==> src/rtl/fetch_pkg.sv <==
// fetch_pkg: shared constants and redirect-kind encoding for the fetch stage
package fetch_pkg;
    localparam int INSTR_W = 32;
    localparam int PC_INC = 4;
    localparam logic [31:0] DEFAULT_RESET_PC = 32'h0040_0020;
    typedef enum logic {
        ABS = 1'b0,
        REL = 1'b1
    } redirect_kind_e;
endpackage

==> src/rtl/fetch_queue.sv <==
// fetch_queue: DEPTH-entry FIFO with push/pop/flush and full/empty flags
module fetch_queue #(
    parameter int DEPTH = 4,
    parameter int W = 64
) (
    input  logic         clk,
    input  logic         rst,
    input  logic         push,
    input  logic         pop,
    input  logic         flush,
    input  logic [W-1:0] din,
    output logic [W-1:0] dout,
    output logic         full,
    output logic         empty
);
    localparam int AW = $clog2(DEPTH);
    logic [W-1:0] mem [DEPTH];
    logic [AW-1:0] wr_ptr, rd_ptr;
    logic [AW:0] count;
    always_ff @(posedge clk) begin
        if (rst || flush) begin
            wr_ptr <= '0;
            rd_ptr <= '0;
            count <= '0;
        end else begin
            if (push) wr_ptr <= wr_ptr + 1'b1;
            if (pop) rd_ptr <= rd_ptr + 1'b1;
            count <= count + (AW+1)'(push) - (AW+1)'(pop);
        end
    end
    always_ff @(posedge clk) begin
        if (push) mem[wr_ptr] <= din;
    end
    assign dout = mem[rd_ptr];
    assign full = count == (AW+1)'(DEPTH);
    assign empty = count == '0;
endmodule

==> src/rtl/fetch_stage.sv <==
// fetch_stage: PC sequencer feeding an instruction queue, with redirects.
// Optional perf counters (perf_fetched, perf_stall) when FETCH_PERF_EN is defined.
module fetch_stage
    import fetch_pkg::*;
#(
    parameter int ADDR_W = 32,
    parameter logic [31:0] RESET_PC = DEFAULT_RESET_PC,
    parameter int DEPTH = 4
) (
    input  logic               clk,
    input  logic               start_up,
    output logic               imem_en,
    output logic [ADDR_W-1:0]  imem_addr,
    input  logic [INSTR_W-1:0] imem_rdata,
    output logic               out_valid,
    input  logic               out_ready,
    output logic [INSTR_W-1:0] out_instr,
    output logic [ADDR_W-1:0]  out_pc,
    input  logic               redirect_valid,
    input  logic               redirect_rel,
    input  logic [ADDR_W-1:0]  redirect_target,
    input  logic [ADDR_W-1:0]  redirect_base,
    input  logic [15:0]        redirect_imm16
`ifdef FETCH_PERF_EN
    ,
    output logic [31:0]        perf_fetched,
    output logic [31:0]        perf_stall
`endif
);
    localparam logic [ADDR_W-1:0] RST_PC = ADDR_W'(RESET_PC) & ~ADDR_W'(3);
    logic [ADDR_W-1:0] fpc, rel_off, raw_target, target;
    logic full, empty, pop, redirect;
    logic [INSTR_W+ADDR_W-1:0] head;
    assign redirect = redirect_valid && !start_up;
    assign pop = out_valid && out_ready;
    assign imem_en = !start_up && !redirect_valid && (!full || pop);
    assign imem_addr = fpc;
    assign out_valid = !empty;
    assign out_instr = head[ADDR_W +: INSTR_W];
    assign out_pc = head[ADDR_W-1:0];
    // Word offset sign-extends before the ADDR_W-bit wrapping add.
    always_comb begin
        rel_off = ADDR_W'($signed({redirect_imm16, 2'b00}));
        raw_target = (redirect_kind_e'(redirect_rel) == REL)
            ? redirect_base + ADDR_W'(PC_INC) + rel_off : redirect_target;
        target = raw_target & ~ADDR_W'(3);
    end
    always_ff @(posedge clk) begin
        if (start_up) fpc <= RST_PC;
        else if (redirect) fpc <= target;
        else if (imem_en) fpc <= fpc + ADDR_W'(PC_INC);
    end
    fetch_queue #(.DEPTH(DEPTH), .W(INSTR_W + ADDR_W)) u_queue (
        .clk(clk),
        .rst(start_up),
        .push(imem_en),
        .pop(pop),
        .flush(redirect),
        .din({imem_rdata, fpc}),
        .dout(head),
        .full(full),
        .empty(empty)
    );
`ifdef FETCH_PERF_EN
    always_ff @(posedge clk) begin
        if (start_up) begin
            perf_fetched <= '0;
            perf_stall <= '0;
        end else begin
            if (imem_en && perf_fetched != '1) perf_fetched <= perf_fetched + 32'd1;
            if (!redirect_valid && !imem_en && perf_stall != '1) perf_stall <= perf_stall + 32'd1;
        end
    end
`else
`endif
endmodule

==> config.mk <==
export PLATFORM = sky130hd
export DESIGN_NAME = fetch_stage
export DESIGN_NICKNAME = d
export VERILOG_FILES = /design/src/rtl/fetch_pkg.sv /design/src/rtl/fetch_queue.sv /design/src/rtl/fetch_stage.sv
export SDC_FILE = /design/constraint.sdc
export NUM_CORES = 1
export LEC_CHECK = 0
export ABC_AREA = 1
export BUFFER_PORTS_ARGS = -buffer_cell sky130_fd_sc_hd__buf_4
export CAP_MARGIN = 5
export CORE_ASPECT_RATIO = 0.5
export CORE_MARGIN = 10
export CORE_UTILIZATION = 45
export DETAILED_ROUTE_END_ITERATION = 7
export HOLD_SLACK_MARGIN = 0.03
export PLACE_DENSITY = 0.65
export SLEW_MARGIN = 20
export SYNTH_ARGS = -nofsm -noshare
export SYNTH_HDL_FRONTEND = slang
export SYNTH_SLANG_ARGS = --single-unit
==> constraint.sdc <==
create_clock -name clk -period 6.5 [get_ports clk]
set_input_delay 1.3 -clock clk [delete_from_list [all_inputs] [get_ports clk]]
set_output_delay 1.3 -clock clk [all_outputs]
set_load 0.02 [all_outputs]
Yosys cells after proc, flatten, opt, wreduce, memory -nomap -nowiden
Memory sizes are Yosys's and may differ from the RTL's. A register that Yosys moved wholly into a read port is not among the register bits.
Index checks and enable logic that the tools add are counted.
Word-level totals
  flip-flop bits (word level): 39
  bits in writable memories: 256
  bits of input ports: 117
  output and inout port bits: 98
  logic and storage cells: 34
  memories: 1
Cells by class
  add/subtract/negate cells: 7
  eq/ne operators: 1
  muxes and demuxes: 7
  reductions and logical operators: 13
Memory list
  u_queue.mem: depth 4, bits a word 64, rd ports 1, clocked after Yosys merged registers in 1, wr ports 1, line fetch_queue.sv:17  | logic [W-1:0] mem [DEPTH];
Operator list (count)
  $mux W32: 3
  $add A32 B3 Y32 const B: 2
  $add A32 B32 Y32: 1
  $add A2 B1 Y2 const B: 2
  $logic_and A1 B1 Y1: 4
  $logic_not A1 Y1: 4
  $mux W2: 2
  $add A3 B1 Y3: 1
  $eq A3 B3 Y1 const B: 1
  $logic_not A3 Y1: 1
  $sub A3 B1 Y3: 1
  $logic_or A1 B1 Y1: 2
  $mux W1: 2
  $reduce_bool A2 Y1: 1
  $reduce_or A2 Y1: 1

Longest topological paths before layout
Gate-level depths: netlist of the first run.
  word-level depth: 7
  mapped depth: 17
  mapped depth without buffers: 17

Cells and area by module
Synthesis of the first run repeated with hierarchy kept, for this count alone.
Unflattened totals
  cell total of the unflattened synthesis: 1703
  area, all modules: 15351.0 um2
Modules (own cells, without submodules)
  fetch_queue: times used 1, cells each 803, area an instance 10436.3 um2, seq. area each 7867.5 um2
  fetch_stage: times used 1, cells each 900, area an instance 4914.7 um2, seq. area each 600.6 um2

Least setup slack after synthesis of the first run
No wires, ideal clock.
  path type: in2reg
  start point: input port start_up
  end point: memory u_queue.mem[0][10] (enable)
  setup time: 0.482 ns
  arrival: 4.518 ns
  required time: 6.018 ns
  slack: 1.499 ns
  stages on the path: 4
  path buffers: 1
  path through: nor2_1 nand2_4 clkbuf_1 nor2_1
Between the ends
  word-level cells in the longest chain between the ends: 5
Ends and longest elaborated chain
  from (decl): line fetch_stage.sv:11  | input logic start_up,
  $logic_not A1 Y1: line fetch_stage.sv:36  | assign imem_en = !start_up && !redirect_valid && (!full || pop);
  $logic_and A1 B1 Y1 (2 in series): line fetch_stage.sv:36
  $mux W1: line fetch_queue.sv:32  | if (push) mem[wr_ptr] <= din;
  $mux W1 (implied by the code): line fetch_queue.sv:32
  to (decl): line fetch_queue.sv:17
No other way between the ends.

==> impl_metrics.csv, run 1 <==
group,metric,value,unit
outcome,status,"finished clean",
sta,setup_viol,0,
global_route,track_usage,18.39,%
global_route,first_global_vias,10950,
sta,finalMaxSlewViolations,0,
worst_setup_path,timing.critical_path.to_type,"primary output",
worst_setup_path,worst-r2r-cell-count,5,
cells_and_area,synthToLayoutAreaGrowth,20.27,%
route,num_vias,11170,
clock_tree,numCtsBuffers,28,
clock_tree,cts_root_buf,"sky130_fd_sc_hd__clkbuf_16",
yosys,synthesis.area,0.01432,mm²
clock_tree,clock_sink_count,287,
worst_setup_path,crit_end,"out_instr[12]",
yosys,synth.yosys.seq_area_share,57.47,%
clock_tree,clk_path_buf_depth,3,
sta,timing_worst_slew_pin_value,1020,ps
floorplanning,die_y,146.1,µm
job,max-cap-violations,0,
cells_and_area,final_common_cell,"sky130_fd_sc_hd__edfxtp_1",
floorplanning,chip_width,272.2,µm
yosys,synth_enable_flop_cells,248,
worst_setup_path,cp.required,5200,ps
clock_tree,post_cts.resized_instances,0,
clock_tree,insertion_delay,530,ps
sta,timing.setup.tns,0,ps
global_route,residual_overflow_from_global_routing,0,
power_and_ir_drop,p_int,3364,µW
global_route,wire_length_of_the_first_global_routing_pass,59160,µm
floorplanning,pin_count,215,
route,wirelength,37980,µm
yosys,netlist_instances,1475,
sta,hold-worst-slack,462.2,ps
worst_setup_path,timing.critical_path.max_delay_family,"buffers and inverters",
clock_tree,htreeDepth,1,
clock_tree,path_clk_slew,60,ps
sta,timing.slew.headroom,31.87,%
cells_and_area,fillerInstances,2823,
yosys,synthesis.yosys.warnings,0,
cells_and_area,nets,1841,
route,routedWlPerCell,17.99,µm
yosys,ys_ff_latch,287,
worst_setup_path,crit_path_start_kind,"flip-flop",
placement,gp_congestion,0.9244,
route,residual_antenna_violating_net_count_after_detailed_routing,0,
route,drc_errors,0,
worst_setup_path,reg2reg_from,"u_queue.count[1]",
sta,timing_hold_violations_final,0,
sta,finalCritPeriodShare,68.16,%
cells_and_area,final_cell_mix,"sky130_fd_sc_hd__edfxtp_1, sky130_fd_sc_hd__nor2_1, sky130_fd_sc_hd__nand2_1",
sta,unrepaired_setup_endpoints_after_global_routing,"no",
clock_tree,cts_post_setup_buffers_inserted,0,
worst_setup_path,timing.critical_path.mode_cell,"sky130_fd_sc_hd__buf_4",
power_and_ir_drop,switching_share,24.93,%
power_and_ir_drop,sequentialPowerShare,47.4,%
floorplanning,start_util,45.39,%
power_and_ir_drop,power.clock.fraction,38.2,%
sta,fmax,225.7,MHz
yosys,synth_cell_types,43,
global_route,grt_antenna_before_repair,0,
worst_setup_path,crit_path_max_fanout,69,
power_and_ir_drop,ir_drop,0.0002351,V
power_and_ir_drop,power_leakage,0.006892,µW
floorplanning,core,0.03154,mm²
floorplanning,placementRows,46,
worst_setup_path,critical_path.reg2reg.endpoint,"u_queue.mem[3][3]",
worst_setup_path,setup.reg_to_reg.worst_slack,3840,ps
floorplanning,floorplan.die_area,0.03978,mm²
route,detailedRoute.firstPassIterationCount,5,
sta,final.min_clock_period,4431,ps
worst_setup_path,max_stage_delay,780,ps
worst_setup_path,critical_path_class,"flip-flop to primary output",
clock_tree,tritoncts,"yes",
sta,clock_skew,14.39,ps
placement,port_buffers,206,
yosys,postSynthAreaPerCell,9.706,µm²
min_path,min-delay-path-class,"flip-flop to flip-flop",
power_and_ir_drop,share_comb_of_total_power,14.4,%
worst_setup_path,critical_path_cell_count,5,
yosys,synth_async_sr_flop_share,0,%
route,drt-initial-drc-count,766,
worst_setup_path,critical_path.cell_chain,"clkinv_2 -> buf_4 -> o21ai_0 -> o22ai_1 -> buf_4",
worst_setup_path,cp_num_buf_inv,3,
placement,dpl.hpwl,26400,µm
power_and_ir_drop,net-switching-power,1117,µW
worst_setup_path,cp_slowest_cell,"sky130_fd_sc_hd__clkinv_2",
cells_and_area,antenna_diode_count,0,
yosys,synthFlopType,"sky130_fd_sc_hd__edfxtp_1",
route,detail_route.vias_per_cell,5.291,
global_route,pin_count_of_the_biggest_net_entering_global_routing,93,
worst_setup_path,worstPathArrival,3130,ps
clock_tree,cts-hold-fix-buffers,0,
power_and_ir_drop,power_density_cells,260.3,mW/mm²
cells_and_area,layout-drive-gt1-share,18.28,%
worst min-delay path by stage:
stage | endpoint | startpoint | depth (start not counted)
after global routing | u_queue.rd_ptr[0] | u_queue.rd_ptr[0] | 1
after global placement | flip-flop | u_queue.rd_ptr[1] | 2
after floorplan | flip-flop | u_queue.rd_ptr[1] | 2
after detailed placement | flip-flop | u_queue.rd_ptr[1] | 2
after CTS | flip-flop | u_queue.rd_ptr[1] | 2
final | flip-flop | u_queue.rd_ptr[1] | 2
power by group through the flow:
stage | sequential [µW] | combinational, µW | clock (µW)
2_1_floorplan | 2160 | 384 | 0
5_1_grt | 2130 | 717 | 1820
3_5_place_dp | 2160 | 647 | 0
3_3_place_gp | 2160 | 638 | 0
6_report | 2130 | 645 | 1710
4_1_cts | 2120 | 651 | 1740
layer usage:
layer	part of all wire [%]	track usage, %
met2	51	33.43
met1	42	22.59
met4	2.7	5.169
met3	3.8	2.250
met5	0	0
area by class of cell:
cell class / instances / area (µm²) / area share [%]
clock buffers: 35 / 748.2 / 4.346
well taps: 432 / 540.5 / 3.139
multi-input cells: 1006 / 5394 / 31.33
flip-flops and latches: 287 / 8233 / 47.82
repair buffers: 214 / 1607 / 9.331
inverters: 121 / 461.7 / 2.681
clock inverters: 16 / 234.0 / 1.359
cells by family (layout without fill, tap and decap cells):
kind of cell / count (synthesis) / count (layout) / share of synthesized area (%)
AO/OA/AOI/OAI: 334 / 334 / 12.66
XOR/XNOR: 25 / 25 / 1.529
adder cells (fa/ha/maj): 66 / 66 / 5.873
buffers and inverters: 185 / 386 / 5.139
flip-flops: 287 / 287 / 57.47
other: 1 / 4 / 0.02619
AND/OR/NAND/NOR: 577 / 577 / 17.30
through the flow:
step                      cell area (µm²)  std cells  power [µW]  utilization (%)  setup WS [ps]
final                               17220       2111        4481            54.59           2069
after floorplan                     14330       1478        2547                -           1499
after CTS                           17220       2111        4512            54.59           2067
after detailed placement            16230       2060        2810            51.47           2462
after global placement              16230       2060        2798            51.47           2463
after global routing                17220       2111        4665            54.59           1806
tightest hold or removal path: cells and delay by family (launching register included):
family / cells / cell delay [ps]
AOI/OAI and AO/OA: 1 / 70
buffers and inverters: 1 / 60
DFF: 1 / 300
flip-flops by register name, indices dropped and copies added, names as in the netlist, named ones only:
register / flops
imem_addr: 30
u_queue.count: 3
u_queue.mem: 248
u_queue.rd_ptr: 2
u_queue.wr_ptr: 2
cells in the mapped netlist (all sizes together) (3+ instances only):
master | n | share of area, %
buf | 17 | 0.70
nand4 | 13 | 0.57
dfxtp | 39 | 5.5
nand2 | 232 | 6.2
xor2 | 16 | 0.98
ha | 64 | 5.6
o21ai | 186 | 6.5
nor2 | 246 | 7.0
nand3 | 60 | 2.1
inv | 121 | 3.2
a21oi | 63 | 2.2
o21bai | 3 | 0.16
o22ai | 62 | 2.7
a31oi | 5 | 0.22
xnor2 | 9 | 0.55
edfxtp | 248 | 52
nor3 | 21 | 1.1
clkbuf | 47 | 1.2
o211ai | 6 | 0.31
(Power assumes the default switching activity.)
==> run 2: changes to the inputs <==
- PLACE_DENSITY: 0.65 -> 0.68
- clock period: 6.5 -> 3.6 ns (I/O delays scaled with it)
==> impl_metrics.csv, run 2 (synthesis results as in run 1) <==
group,metric,value,unit
cells_and_area,synthToLayoutAreaGrowth,20.59,%
worst_setup_path,critical_path_class,"flip-flop to primary output",
route,routedWlPerCell,17.59,µm
sta,finalMaxSlewViolations,0,
sta,clock_skew,6.651,ps
sta,timing.final.ws_setup,360.3,ps
clock_tree,insertion_delay,530,ps
floorplanning,pin_count,215,
power_and_ir_drop,total_power,7916,µW
cells_and_area,number_of_flip_flops_in_the_largest_register,248,
cells_and_area,final_common_cell,"sky130_fd_sc_hd__edfxtp_1",
worst_setup_path,crit_path_start_kind,"flip-flop",
job,max-cap-violations,0,
worst_setup_path,crit_path_max_fanout,45,
worst_setup_path,worstPathArrival,2520,ps
clock_tree,post_cts.resized_instances,0,
floorplanning,die_y,146.1,µm
route,wirelength,37220,µm
floorplanning,start_util,45.39,%
route,drc_errors,0,
cells_and_area,layout-drive-gt1-share,18.47,%
route,drt-initial-drc-count,874,
sta,timing_worst_slew_pin_value,806.8,ps
sta,timing_hold_violations_final,0,
placement,pre_cts_slack,624.1,ps
sta,hold-worst-slack,392.8,ps
power_and_ir_drop,power_leakage,0.006909,µW
cells_and_area,antenna_diode_count,0,
min_path,min-delay-path-class,"input pin to flip-flop",
cells_and_area,final_cell_mix,"sky130_fd_sc_hd__edfxtp_1, sky130_fd_sc_hd__nor2_1, sky130_fd_sc_hd__nand2_1",
sta,timing.slew.headroom,46.21,%
global_route,pin_count_of_the_biggest_net_entering_global_routing,83,
worst_setup_path,timing.critical_path.mode_cell,"sky130_fd_sc_hd__buf_4",
sta,setup_viol,0,
worst_setup_path,cp.required,2880,ps
power_and_ir_drop,ir_drop,0.0003296,V
route,residual_antenna_violating_net_count_after_detailed_routing,0,
route,detailedRoute.firstPassIterationCount,4,
worst_setup_path,max_stage_delay,530,ps
cells_and_area,nets,1849,
worst_setup_path,cp_slowest_cell,"sky130_fd_sc_hd__clkinv_2",
global_route,track_usage,18.04,%
clock_tree,clk_path_buf_depth,3,
global_route,grt_antenna_before_repair,0,
clock_tree,cts_root_buf,"sky130_fd_sc_hd__clkbuf_16",
global_route,first_global_vias,11030,
placement,port_buffers,206,
route,detail_route.vias_per_cell,5.229,
clock_tree,clock_sink_count,287,
route,num_vias,11070,
sta,final.min_clock_period,3240,ps
floorplanning,core,0.03154,mm²
floorplanning,floorplan.die_area,0.03978,mm²
clock_tree,cts-hold-fix-buffers,0,
clock_tree,path_clk_slew,60,ps
placement,dpl.hpwl,24970,µm
outcome,status,"finished clean",
clock_tree,numCtsBuffers,27,
clock_tree,tritoncts,"yes",
sta,finalCritPeriodShare,89.99,%
clock_tree,cts_post_setup_buffers_inserted,0,
global_route,wire_length_of_the_first_global_routing_pass,58390,µm
worst_setup_path,timing.critical_path.to_type,"primary output",
clock_tree,htreeDepth,1,
global_route,residual_overflow_from_global_routing,0,
worst_setup_path,critical_path.cell_chain,"clkinv_2 -> buf_4 -> o21ai_0 -> o22ai_1 -> buf_4",
cells_and_area,largest-register,"u_queue.mem",
sta,unrepaired_setup_endpoints_after_global_routing,"no",
placement,gp_congestion,0.9225,
sta,fmax,308.7,MHz
floorplanning,placementRows,46,
power_and_ir_drop,power_density_cells,458.5,mW/mm²
cells_and_area,fillerInstances,2859,
floorplanning,chip_width,272.2,µm
==> run 2: cell types whose count changed in the layout (fill, tap and decap cells not counted), moves of 3 or more <==
cell | previous run | this run
sky130_fd_sc_hd__buf_12 | 0 | 5
sky130_fd_sc_hd__buf_4 | 214 | 218
sky130_fd_sc_hd__clkinv_4 | 0 | 3
sky130_fd_sc_hd__clkbuf_1 | 6 | 3
sky130_fd_sc_hd__clkinv_2 | 6 | 2
sky130_fd_sc_hd__clkinv_1 | 4 | 8
==> run 2: area by class of cell <==
class / count / area (µm²) / area share [%]
flip-flops and latches: 287 / 8233 / 47.69
multi-input cells: 1006 / 5394 / 31.24
repair buffers: 223 / 1737 / 10.06
clock buffers: 30 / 686.9 / 3.979
well taps: 432 / 540.5 / 3.131
inverters: 121 / 460.4 / 2.667
clock inverters: 17 / 212.7 / 1.232
==> run 2: critical path: cells and delay by family, from the launching register on <==
family	cells	cell delay, ps
buf+inv	3	1150
flops	1	490
compound gates	2	330
==> run 2: worst paths after layout <==
path / from / to / slack (ps) / cells past startpoint
min: imem_rdata[0] / u_queue.mem[0][32] / 390 / 1
min reg2reg: u_queue.rd_ptr[1] / flip-flop / 470 / 2
max: flip-flop / out_instr[22] / 360 / 5
max reg2reg: imem_addr[2] / imem_addr[28] / 1380 / 9
==> run 2: per-stage QoR <==
stage / util, % / area, µm² / TNS [ps] / cells
finish: 54.74 / 17260 / 0 / 2116
global route: 54.74 / 17260 / 0 / 2116
CTS: 54.74 / 17260 / 0 / 2116
detailed placement: 51.88 / 16360 / 0 / 2069
global placement: 51.88 / 16360 / 0 / 2069
floorplan: - / 14330 / -203580 / 1478
==> run 2: layer usage <==
metal	vias up	wire (µm)	global-route usage (%)
li1	5508	-	-
met1	5259	15940	22.23
met2	239	18900	32.75
met3	59	1394	2.217
met4	0	979	4.920
met5	-	0	0
==> run 2: power by group <==
group          switching [µW]  leakage (µW)  internal (µW)
clock                    1190      0.000434           1730
combinational             717       0.00390            446
sequential                103       0.00257           3730
total                    2010       0.00691           5900
==> run 3: changes to the inputs <==
- CAP_MARGIN: 5 -> 40
- SYNTH_HIERARCHICAL: unset -> 1
==> impl_metrics.csv, run 3 <==
group,metric,value,unit
sta,timing_worst_slew_pin_value,636.2,ps
worst_setup_path,timing.critical_path.mode_cell,"sky130_fd_sc_hd__buf_4",
yosys,synthTopCellsByArea,"sky130_fd_sc_hd__edfxtp_1, sky130_fd_sc_hd__nand2_1, sky130_fd_sc_hd__inv_1",
clock_tree,numCtsBuffers,28,
min_path,min-delay-path-class,"input pin to flip-flop",
sta,timing.setup.tns,0,ps
clock_tree,cts-hold-fix-buffers,0,
route,detail_route.vias_per_cell,4.991,
global_route,use_met2,31.71,%
placement,port_buffers,208,
floorplanning,pin_count,215,
power_and_ir_drop,net-switching-power,3038,µW
global_route,top_usage_layer,"met2",
yosys,synthFlopType,"sky130_fd_sc_hd__edfxtp_1",
power_and_ir_drop,p_int,6600,µW
clock_tree,htreeDepth,1,
placement,dpl.hpwl,25830,µm
floorplanning,start_util,46.04,%
sta,finalMaxSlewViolations,0,
worst_setup_path,timing.critical_path.max_delay_family,"flip-flops",
yosys,cell_type_with_the_highest_aggregate_area_in_the_netlist,"sky130_fd_sc_hd__edfxtp_1",
yosys,postSynthAreaPerCell,9.014,µm²
cells_and_area,synthToLayoutAreaGrowth,19.40,%
route,drt-initial-drc-count,660,
global_route,track_usage,17.03,%
power_and_ir_drop,sequentialPowerShare,42.9,%
sta,timing_hold_violations_final,0,
cells_and_area,stdcell_count,2364,
cells_and_area,antenna_diode_count,0,
route,detailedRoute.firstPassIterationCount,7,
cells_and_area,layout-drive-gt1-share,14.77,%
yosys,synth.top_cell.area_share,50.08,%
sta,final.min_clock_period,2862,ps
sta,clock_skew,19.80,ps
yosys,synth_cell_types,40,
yosys,synth_async_sr_flop_share,0,%
yosys,synthesis.yosys.warnings,6,
route,residual_antenna_violating_net_count_after_detailed_routing,0,
global_route,first_global_vias,11320,
global_route,global_routing_usage_on_met1,20.09,%
placement,placed_cell_area,0.01740,mm²
clock_tree,clk_path_buf_depth,3,
floorplanning,core,0.03334,mm²
cells_and_area,fillerInstances,3013,
global_route,residual_overflow_from_global_routing,0,
floorplanning,chip_width,281.2,µm
cells_and_area,final_cell_mix,"sky130_fd_sc_hd__nand2_1, sky130_fd_sc_hd__inv_1, sky130_fd_sc_hd__edfxtp_1",
global_route,grt_antenna_before_repair,0,
floorplanning,placementRows,47,
global_route,grt_util_met3,2.534,%
worst_setup_path,max_stage_delay,740,ps
yosys,synth_most_common_cell,"sky130_fd_sc_hd__nand2_1",
worst_setup_path,cp_num_buf_inv,2,
route,drc_errors,0,
power_and_ir_drop,power_density_cells,525.8,mW/mm²
clock_tree,cts_root_buf,"sky130_fd_sc_hd__clkbuf_16",
worst_setup_path,critical_path.cell_chain,"buf_4 -> a21oi_1 -> o21ai_0 -> nand2_1 -> buf_4",
worst_setup_path,crit_path_start_kind,"flip-flop",
floorplanning,floorplan.die_area,0.04235,mm²
cells_and_area,number_of_flip_flops_in_the_largest_register,256,
clock_tree,cts_post_setup_buffers_inserted,0,
worst_setup_path,setup.reg_to_reg.worst_slack,1280,ps
cells_and_area,share_of_the_core_filled_with_cells_in_the_final_layout,54.97,%
yosys,cell_types_with_the_highest_counts_after_synthesis,"sky130_fd_sc_hd__nand2_1, sky130_fd_sc_hd__inv_1, sky130_fd_sc_hd__edfxtp_1, sky130_fd_sc_hd__o21ai_0, sky130_fd_sc_hd__nor2_1",
clock_tree,post_cts.resized_instances,0,
power_and_ir_drop,share_comb_of_total_power,26.3,%
worst_setup_path,timing.critical_path.to_type,"primary output",
yosys,netlist_instances,1703,
yosys,ys_ff_latch,295,
clock_tree,insertion_delay,550,ps
route,routedWlPerCell,15.59,µm
placement,placed_cells,2312,
power_and_ir_drop,power_leakage,0.008037,µW
sta,fmax,349.4,MHz
route,num_vias,11800,
clock_tree,path_clk_slew,60,ps
route,wirelength,36850,µm
worst_setup_path,cp.required,2880,ps
cells_and_area,largest-register,"u_queue/mem",
worst_setup_path,crit_path_max_fanout,52,
cells_and_area,fin_area,0.01833,mm²
power_and_ir_drop,switching_share,31.53,%
sta,timing.slew.headroom,57.59,%
job,max-cap-violations,0,
sta,setup_viol,0,
worst_setup_path,critical_path_class,"flip-flop to primary output",
worst_setup_path,cp_slowest_cell,"sky130_fd_sc_hd__dfxtp_4",
global_route,wire_length_of_the_first_global_routing_pass,58060,µm
yosys,synthesis.area,0.01535,mm²
power_and_ir_drop,ir_drop,0.0002669,V
power_and_ir_drop,power.clock.fraction,30.9,%
yosys,synth_enable_flop_cells,256,
worst_setup_path,worstPathArrival,2140,ps
floorplanning,die_y,150.6,µm
cells_and_area,seq_area,0.008476,mm²
outcome,status,"finished clean",
placement,gp_congestion,0.9434,
cells_and_area,final_common_cell,"sky130_fd_sc_hd__nand2_1",
clock_tree,tritoncts,"yes",
global_route,pin_count_of_the_biggest_net_entering_global_routing,145,
cells_and_area,multiInputGateArea,0.005539,mm²
sta,finalCritPeriodShare,79.51,%
yosys,synth.yosys.seq_area_share,55.16,%
cells_and_area,nets,2084,
clock_tree,clock_sink_count,295,
sta,unrepaired_setup_endpoints_after_global_routing,"no",
run 3: final cells by class:
class / instances / share of cell area [%]
clock buffer: 33 / 3.925
timing repair buffer: 222 / 9.639
multi-input combinational: 1071 / 30.22
sequential: 295 / 46.24
inverter: 283 / 5.796
clock inverter: 19 / 1.167
tap: 441 / 3.010
run 3: cells by family (layout without fill, tap and decap cells):
family | count (synthesis) | in the layout | share of synthesized area [%]
AND/OR/NAND/NOR | 631 | 631 | 16.58
buffers and inverters | 346 | 557 | 8.974
AO/OA/AOI/OAI | 335 | 335 | 12.13
flip-flops | 295 | 295 | 55.16
adder cells (fa/ha/maj) | 66 | 66 | 5.477
XOR/XNOR | 29 | 29 | 1.655
other | 1 | 10 | 0.02443
run 3: metal layers:
layer / up-vias / share of wire, %
met5: - / 0
met4: 0 / 2.5
met1: 5506 / 42
li1: 6013 / -
met2: 223 / 51
met3: 57 / 3.9
run 3: power groups by stage:
| stage | Sequential [µW] | Combinational [µW] | Clock [µW] |
|---|---|---|---|
| detailed placement | 4200 | 2560 | 0 |
| global placement | 4190 | 2530 | 0 |
| floorplan | 4180 | 1580 | 0 |
| global route | 4150 | 2810 | 3190 |
| finish | 4130 | 2530 | 2980 |
| CTS | 4130 | 2570 | 3040 |
run 3: stage by stage:
stage	setup slack, ps	power, µW	hold slack (ps)
final	737.6	9638	368.6
after global routing	539.1	10140	340.5
after CTS	678.4	9735	337.1
after detailed placement	658.5	6760	453.1
after global placement	673.0	6719	444.7
after floorplan	531.9	5760	435.6
run 3: path summary, 6_finish.rpt:
kind / from / to / cells past startpoint
max: flip-flop / out_instr[25] / 5
min: imem_rdata[24] / u_queue/mem[2][56] / 1
max reg2reg: imem_addr[2] / imem_addr[16] / 8
min reg2reg: u_queue/rd_ptr[1] / flip-flop / 2
